[src/rtl/stopwatch_if.sv]
// Front-panel control strobes, preload value and count/status outputs of the stopwatch core.
// master drives the strobes and the preload value; slave is the core.
interface stopwatch_if;
    logic        start_stop;
    logic        clear;
    logic [31:0] test_value;
    logic        latch_test_value;
    logic [31:0] digits;
    logic        running;
    logic        tick;
    logic        rollover;

    modport master (
        output start_stop, clear, test_value, latch_test_value,
        input  digits, running, tick, rollover
    );

    modport slave (
        input  start_stop, clear, test_value, latch_test_value,
        output digits, running, tick, rollover
    );
endinterface

[src/rtl/stopwatch_core.sv]
// BCD HH:MM:SS.cc stopwatch counting one step per CLK_HZ/TICK_HZ clocks while running.
// All outputs registered; load/clear/start_stop visible one cycle after the strobe.
// No backpressure: every strobe is acted on in the cycle it is sampled.
module stopwatch_core #(
    parameter int CLK_HZ  = 100_000_000,
    parameter int TICK_HZ = 100
) (
    input  logic clk,
    input  logic resetn,
    stopwatch_if.slave sw
);
    localparam int DIV = CLK_HZ / TICK_HZ;
    localparam int PW  = (DIV > 2) ? $clog2(DIV) : 1;

    // Per-digit maximum, same nibble packing as digits: H1 H0 M1 M0 S1 S0 C1 C0.
    localparam logic [31:0] LIM = 32'h9959_5999;

    logic [PW-1:0] presc_q;
    logic [31:0]   digits_q;
    logic          running_q;
    logic          tick_q;
    logic          rollover_q;

    logic [31:0]   inc_val;
    logic [31:0]   clamp_val;
    logic          inc_wrap;
    logic          term;

    assign term = running_q && (presc_q == PW'(DIV - 1));

    always_comb begin
        logic carry;
        carry     = 1'b1;
        inc_val   = digits_q;
        clamp_val = '0;
        for (int i = 0; i < 8; i++) begin
            if (carry) begin
                if (digits_q[i*4 +: 4] >= LIM[i*4 +: 4]) begin
                    inc_val[i*4 +: 4] = 4'd0;
                end else begin
                    inc_val[i*4 +: 4] = digits_q[i*4 +: 4] + 4'd1;
                    carry             = 1'b0;
                end
            end
            clamp_val[i*4 +: 4] = (sw.test_value[i*4 +: 4] > LIM[i*4 +: 4]) ?
                                  LIM[i*4 +: 4] : sw.test_value[i*4 +: 4];
        end
        inc_wrap = carry;
    end

    always_ff @(posedge clk) begin
        if (!resetn) begin
            presc_q    <= '0;
            digits_q   <= '0;
            running_q  <= 1'b0;
            tick_q     <= 1'b0;
            rollover_q <= 1'b0;
        end else begin
            tick_q     <= 1'b0;
            rollover_q <= 1'b0;
            // A terminal count coinciding with load or clear is dropped.
            if (sw.latch_test_value) begin
                digits_q <= clamp_val;
                presc_q  <= '0;
            end else if (sw.clear) begin
                digits_q <= '0;
                presc_q  <= '0;
            end else if (term) begin
                digits_q   <= inc_val;
                presc_q    <= '0;
                tick_q     <= 1'b1;
                rollover_q <= inc_wrap;
            end else if (running_q) begin
                presc_q <= presc_q + PW'(1);
            end

            if (sw.clear) begin
                running_q <= 1'b0;
            end else if (sw.start_stop) begin
                running_q <= ~running_q;
            end
        end
    end

    assign sw.digits   = digits_q;
    assign sw.running  = running_q;
    assign sw.tick     = tick_q;
    assign sw.rollover = rollover_q;
endmodule

[src/flat_wrapper.sv]
// flat-port wrapper written by rule: the top's interface ports become plain ports
module stopwatch_core_flat 
#(
    parameter int CLK_HZ  = 100_000_000,
    parameter int TICK_HZ = 100
)
  (clk, resetn, sw_start_stop, sw_clear, sw_test_value, sw_latch_test_value, sw_digits, sw_running, sw_tick, sw_rollover);
  stopwatch_if sw_i ();
  input  logic clk;
  input  logic resetn;
  input wire logic [$bits(sw_i.start_stop)-1:0] sw_start_stop;
  input wire logic [$bits(sw_i.clear)-1:0] sw_clear;
  input wire logic [$bits(sw_i.test_value)-1:0] sw_test_value;
  input wire logic [$bits(sw_i.latch_test_value)-1:0] sw_latch_test_value;
  output wire logic [$bits(sw_i.digits)-1:0] sw_digits;
  output wire logic [$bits(sw_i.running)-1:0] sw_running;
  output wire logic [$bits(sw_i.tick)-1:0] sw_tick;
  output wire logic [$bits(sw_i.rollover)-1:0] sw_rollover;
  assign sw_i.start_stop = sw_start_stop;
  assign sw_i.clear = sw_clear;
  assign sw_i.test_value = sw_test_value;
  assign sw_i.latch_test_value = sw_latch_test_value;
  assign sw_digits = sw_i.digits;
  assign sw_running = sw_i.running;
  assign sw_tick = sw_i.tick;
  assign sw_rollover = sw_i.rollover;
  stopwatch_core #(.CLK_HZ(CLK_HZ), .TICK_HZ(TICK_HZ)) u_core (.clk(clk), .resetn(resetn), .sw(sw_i));
endmodule
[config.mk]
export PLATFORM = sky130hd
export DESIGN_NAME = stopwatch_core_flat
export DESIGN_NICKNAME = d
export VERILOG_FILES = /design/src/rtl/stopwatch_if.sv /design/src/rtl/stopwatch_core.sv /design/src/flat_wrapper.sv
export SDC_FILE = /design/constraint.sdc
export NUM_CORES = 1
export LEC_CHECK = 0
export BUFFER_PORTS_ARGS = -buffer_cell sky130_fd_sc_hd__buf_2
export CAP_MARGIN = 0
export CORE_MARGIN = 2
export CORE_UTILIZATION = 32
export CTS_CLUSTER_SIZE = 12
export DETAILED_ROUTE_END_ITERATION = 6
export HOLD_SLACK_MARGIN = 0.12
export MAX_ROUTING_LAYER = met4
export SLEW_MARGIN = 20
export SYNTH_ARGS = -nofsm -noshare
export SYNTH_HDL_FRONTEND = slang
export SYNTH_SLANG_ARGS = --single-unit
[constraint.sdc]
create_clock -name clk -period 3.2 [get_ports clk]
set_input_delay 0.32 -clock clk [delete_from_list [all_inputs] [get_ports clk]]
set_output_delay 0.32 -clock clk [all_outputs]
set_load 0.005 [all_outputs]
==> metrics <==
status complete, no violations; fin. max-slew vios 0; Net Sw Frac 29.6%; CTS Buffer Depth 2; largest net degree at the start of global routing 30; most frequent cells in the layout buf_2 (71), dfxtp_1 (55), nor2_1 (40); Int Power 998 uW; clk root buf clkbuf_8; postcts setup bufs 0; Row Count 37; DRT iter0 DRCs 212; number of global-route vias before repair 2,903; slowest CP cell or4_4; Post-DP Area 3790 sq um; CTS tree done; pre-CTS setup slack 621 ps; average size of a mapped cell 8.27 sq um; Routed WL per cell 13.4 microns; Required @ worst endpoint 3410 ps; most common cell after layout, fill and taps aside buf_2; asr flop ratio synth 0%; Seq cells post-synth 55; CP Class flop to flop; Reg2Reg Depth 9; die height 106 microns; ANT cells 0; register area share after synthesis 33.1%; CP cell instances inv_1 -> ha_1 -> inv_1 -> o31ai_2 -> or4_4 -> o31ai_4 -> buf_4 -> o21ai_0 -> a31o_2; Yosys cell types 58; Critical Path Most Common Cell inv_1; Seq pwr share 52.9%; CP Capture Type flop; Core Footprint 10,200 sq um; CP top delay family compound AO/OA/AOI/OAI gates; Avg Vias per Cell 5.13; TritonCTS buffer count 5; clock network fraction of design power 29.3%; Final WS setup 602 ps; Period minus WS final 2600 ps; GR Overflow Total 0; period utilisation layout 81.2%; RSZ-0062 raised after global routing false; CP Depth 9; Power Total 1.42 mW; Clock Sinks 55; Max FO, Critical Path 12; Psw 420 uW; # nets final 527; Final Hold Vio Count 0; vias 3,082; PD cells 365 nW/um^2; post-CTS sizing 0; Largest stage delay, worst path 590 ps; Post-synth EDFFs 0; I/O pin cnt 72; Fmax 385 MHz; hpwl dp 5940 microns; Primary FF master, synth dfxtp_1; Mapped Area 3320 sq um; cell count after placement 594; synth warn 0; finished layout cell area 3880 sq um; Worst Path Arrival 2810 ps; CTS H-tree lvls 2; WL final 8040 microns; initial antenna violation count 0; Initial Util 32.6%; Skew-Pair Late Insertion Delay 310 ps; Worst VDD drop 0.202 mV; max_slew headroom 50.5%; antenna viol nets, final 0; Die Wd 106 microns; Buffers on Ports 71; Mapped Nets 464; setup TNS 0 ps; Setup-failing EPs final 0; hold_buf cts 0; fraction of layout cells with a size suffix above 1 19.4%; die area 11,200 sq um; HP Class input port to flop; Leak 1.63 nW; number of buffers and inverters on the critical path 3; max_cap viols 0; DR DRC count 0; GRT Overall Usage 14.9%; worst-margin pin slew 736 ps; Clock Skew 17.4 ps; Syn Inst Count 402; hold depth 2; Area Growth Syn to Fin 16.9%; first-pass GRT wire length 13,600 microns; Placer Congestion 0.821; final std cells w/o fill 601; Comb pwr share 17.8%; Clock transition at path regs 110 ps; First-pass DRT Iterations 5; Setup crit start kind flop
## registers in the layout, summed over array words and instances (netlist names)
name and count:
u_core.sw.digits 32, u_core.presc_q 20, u_core.sw.rollover 1, u_core.sw.running 1
u_core.sw.tick 1
## metrics by stage
step	hold WS (ps)	util, %
2_1_floorplan	397	-
3_3_place_gp	485	37.2
3_5_place_dp	492	37.2
4_1_cts	225	38.1
5_1_grt	223	38.1
6_report	229	38.1
## synth_stat cells (4+ instances only)
cell type / count / area, sq um
xnor2_1: 8 / 70.1
nor2_1: 40 / 150
o31ai_1: 10 / 75.1
a32o_1: 4 / 40.0
clkbuf_1: 14 / 52.6
and3_1: 5 / 31.3
nand2b_1: 6 / 37.5
o21ai_0: 25 / 125
xor2_1: 12 / 105
nand2_1: 33 / 124
a211oi_1: 10 / 75.1
nand4_1: 5 / 31.3
o21a_1: 7 / 52.6
a22oi_1: 7 / 52.6
a31oi_1: 4 / 25.0
inv_1: 27 / 101
and2_1: 7 / 43.8
dfxtp_1: 55 / 1100
a21oi_1: 14 / 70.1
ha_1: 25 / 313
nand3_1: 21 / 105
## worst register-to-register path, delay by kind of cell (launching register included)
kind	cells	cell delay (ps)
AO/OA/AOI/OAI	4	820
adder cells (fa/ha/maj)	1	190
buffers and inverters	3	420
flip-flops	1	470
AND/OR/NAND/NOR	1	590
## logic make-up (layout without fill, tap and decap cells)
family / Yosys count / count (layout) / share of synthesized area [%]
flip-flops: 55 / 55 / 33.1
AND/OR/NAND/NOR: 145 / 145 / 22.1
XOR/XNOR: 20 / 20 / 5.27
buffers and inverters: 46 / 109 / 5.53
adder cells (fa/ha/maj): 25 / 25 / 9.41
AO/OA/AOI/OAI: 109 / 109 / 24.0
multiplexers: 2 / 2 / 0.602
## cell type report
| class | instances | area (sq um) |
|---|---|---|
| clock buffer | 6 | 82.6 |
| fill | 1058 | 6300 |
| tap | 136 | 170 |
| inverter | 28 | 105 |
| sequential | 55 | 1100 |
| multi-input combinational | 301 | 2040 |
| clock inverter | 1 | 8.76 |
| timing repair buffer | 74 | 378 |
## path summary, 6_finish.rpt
check / start / to / slack, ps
worst max-delay path: u_core.sw.digits[0] / u_core.sw.digits[22] / 600
worst min-delay path: sw_clear / u_core.sw.running / 230
worst max register to register: u_core.sw.digits[0] / u_core.sw.digits[22] / 600
worst min register to register: u_core.sw.digits[15] / u_core.sw.digits[15] / 500
## metal layers
| layer | vias up | global-route usage [%] | share of wire [%] |
|---|---|---|---|
| li1 | 1563 | - | - |
| met1 | 1442 | 19.3 | 47 |
| met2 | 73 | 24.8 | 47 |
| met3 | 4 | 2.33 | 5.4 |
| met4 | 0 | 2.91 | 0.50 |
| met5 | - | - | 0 |
## power groups by stage
stage | Clock, mW | Sequential (mW) | Combinational [mW]
final | 0.416 | 0.750 | 0.252
after global routing | 0.454 | 0.757 | 0.290
after CTS | 0.428 | 0.750 | 0.255
after detailed placement | 0 | 0.766 | 0.253
after global placement | 0 | 0.765 | 0.249
after floorplan | 0 | 0.761 | 0.163
(Power assumes the default switching activity.)
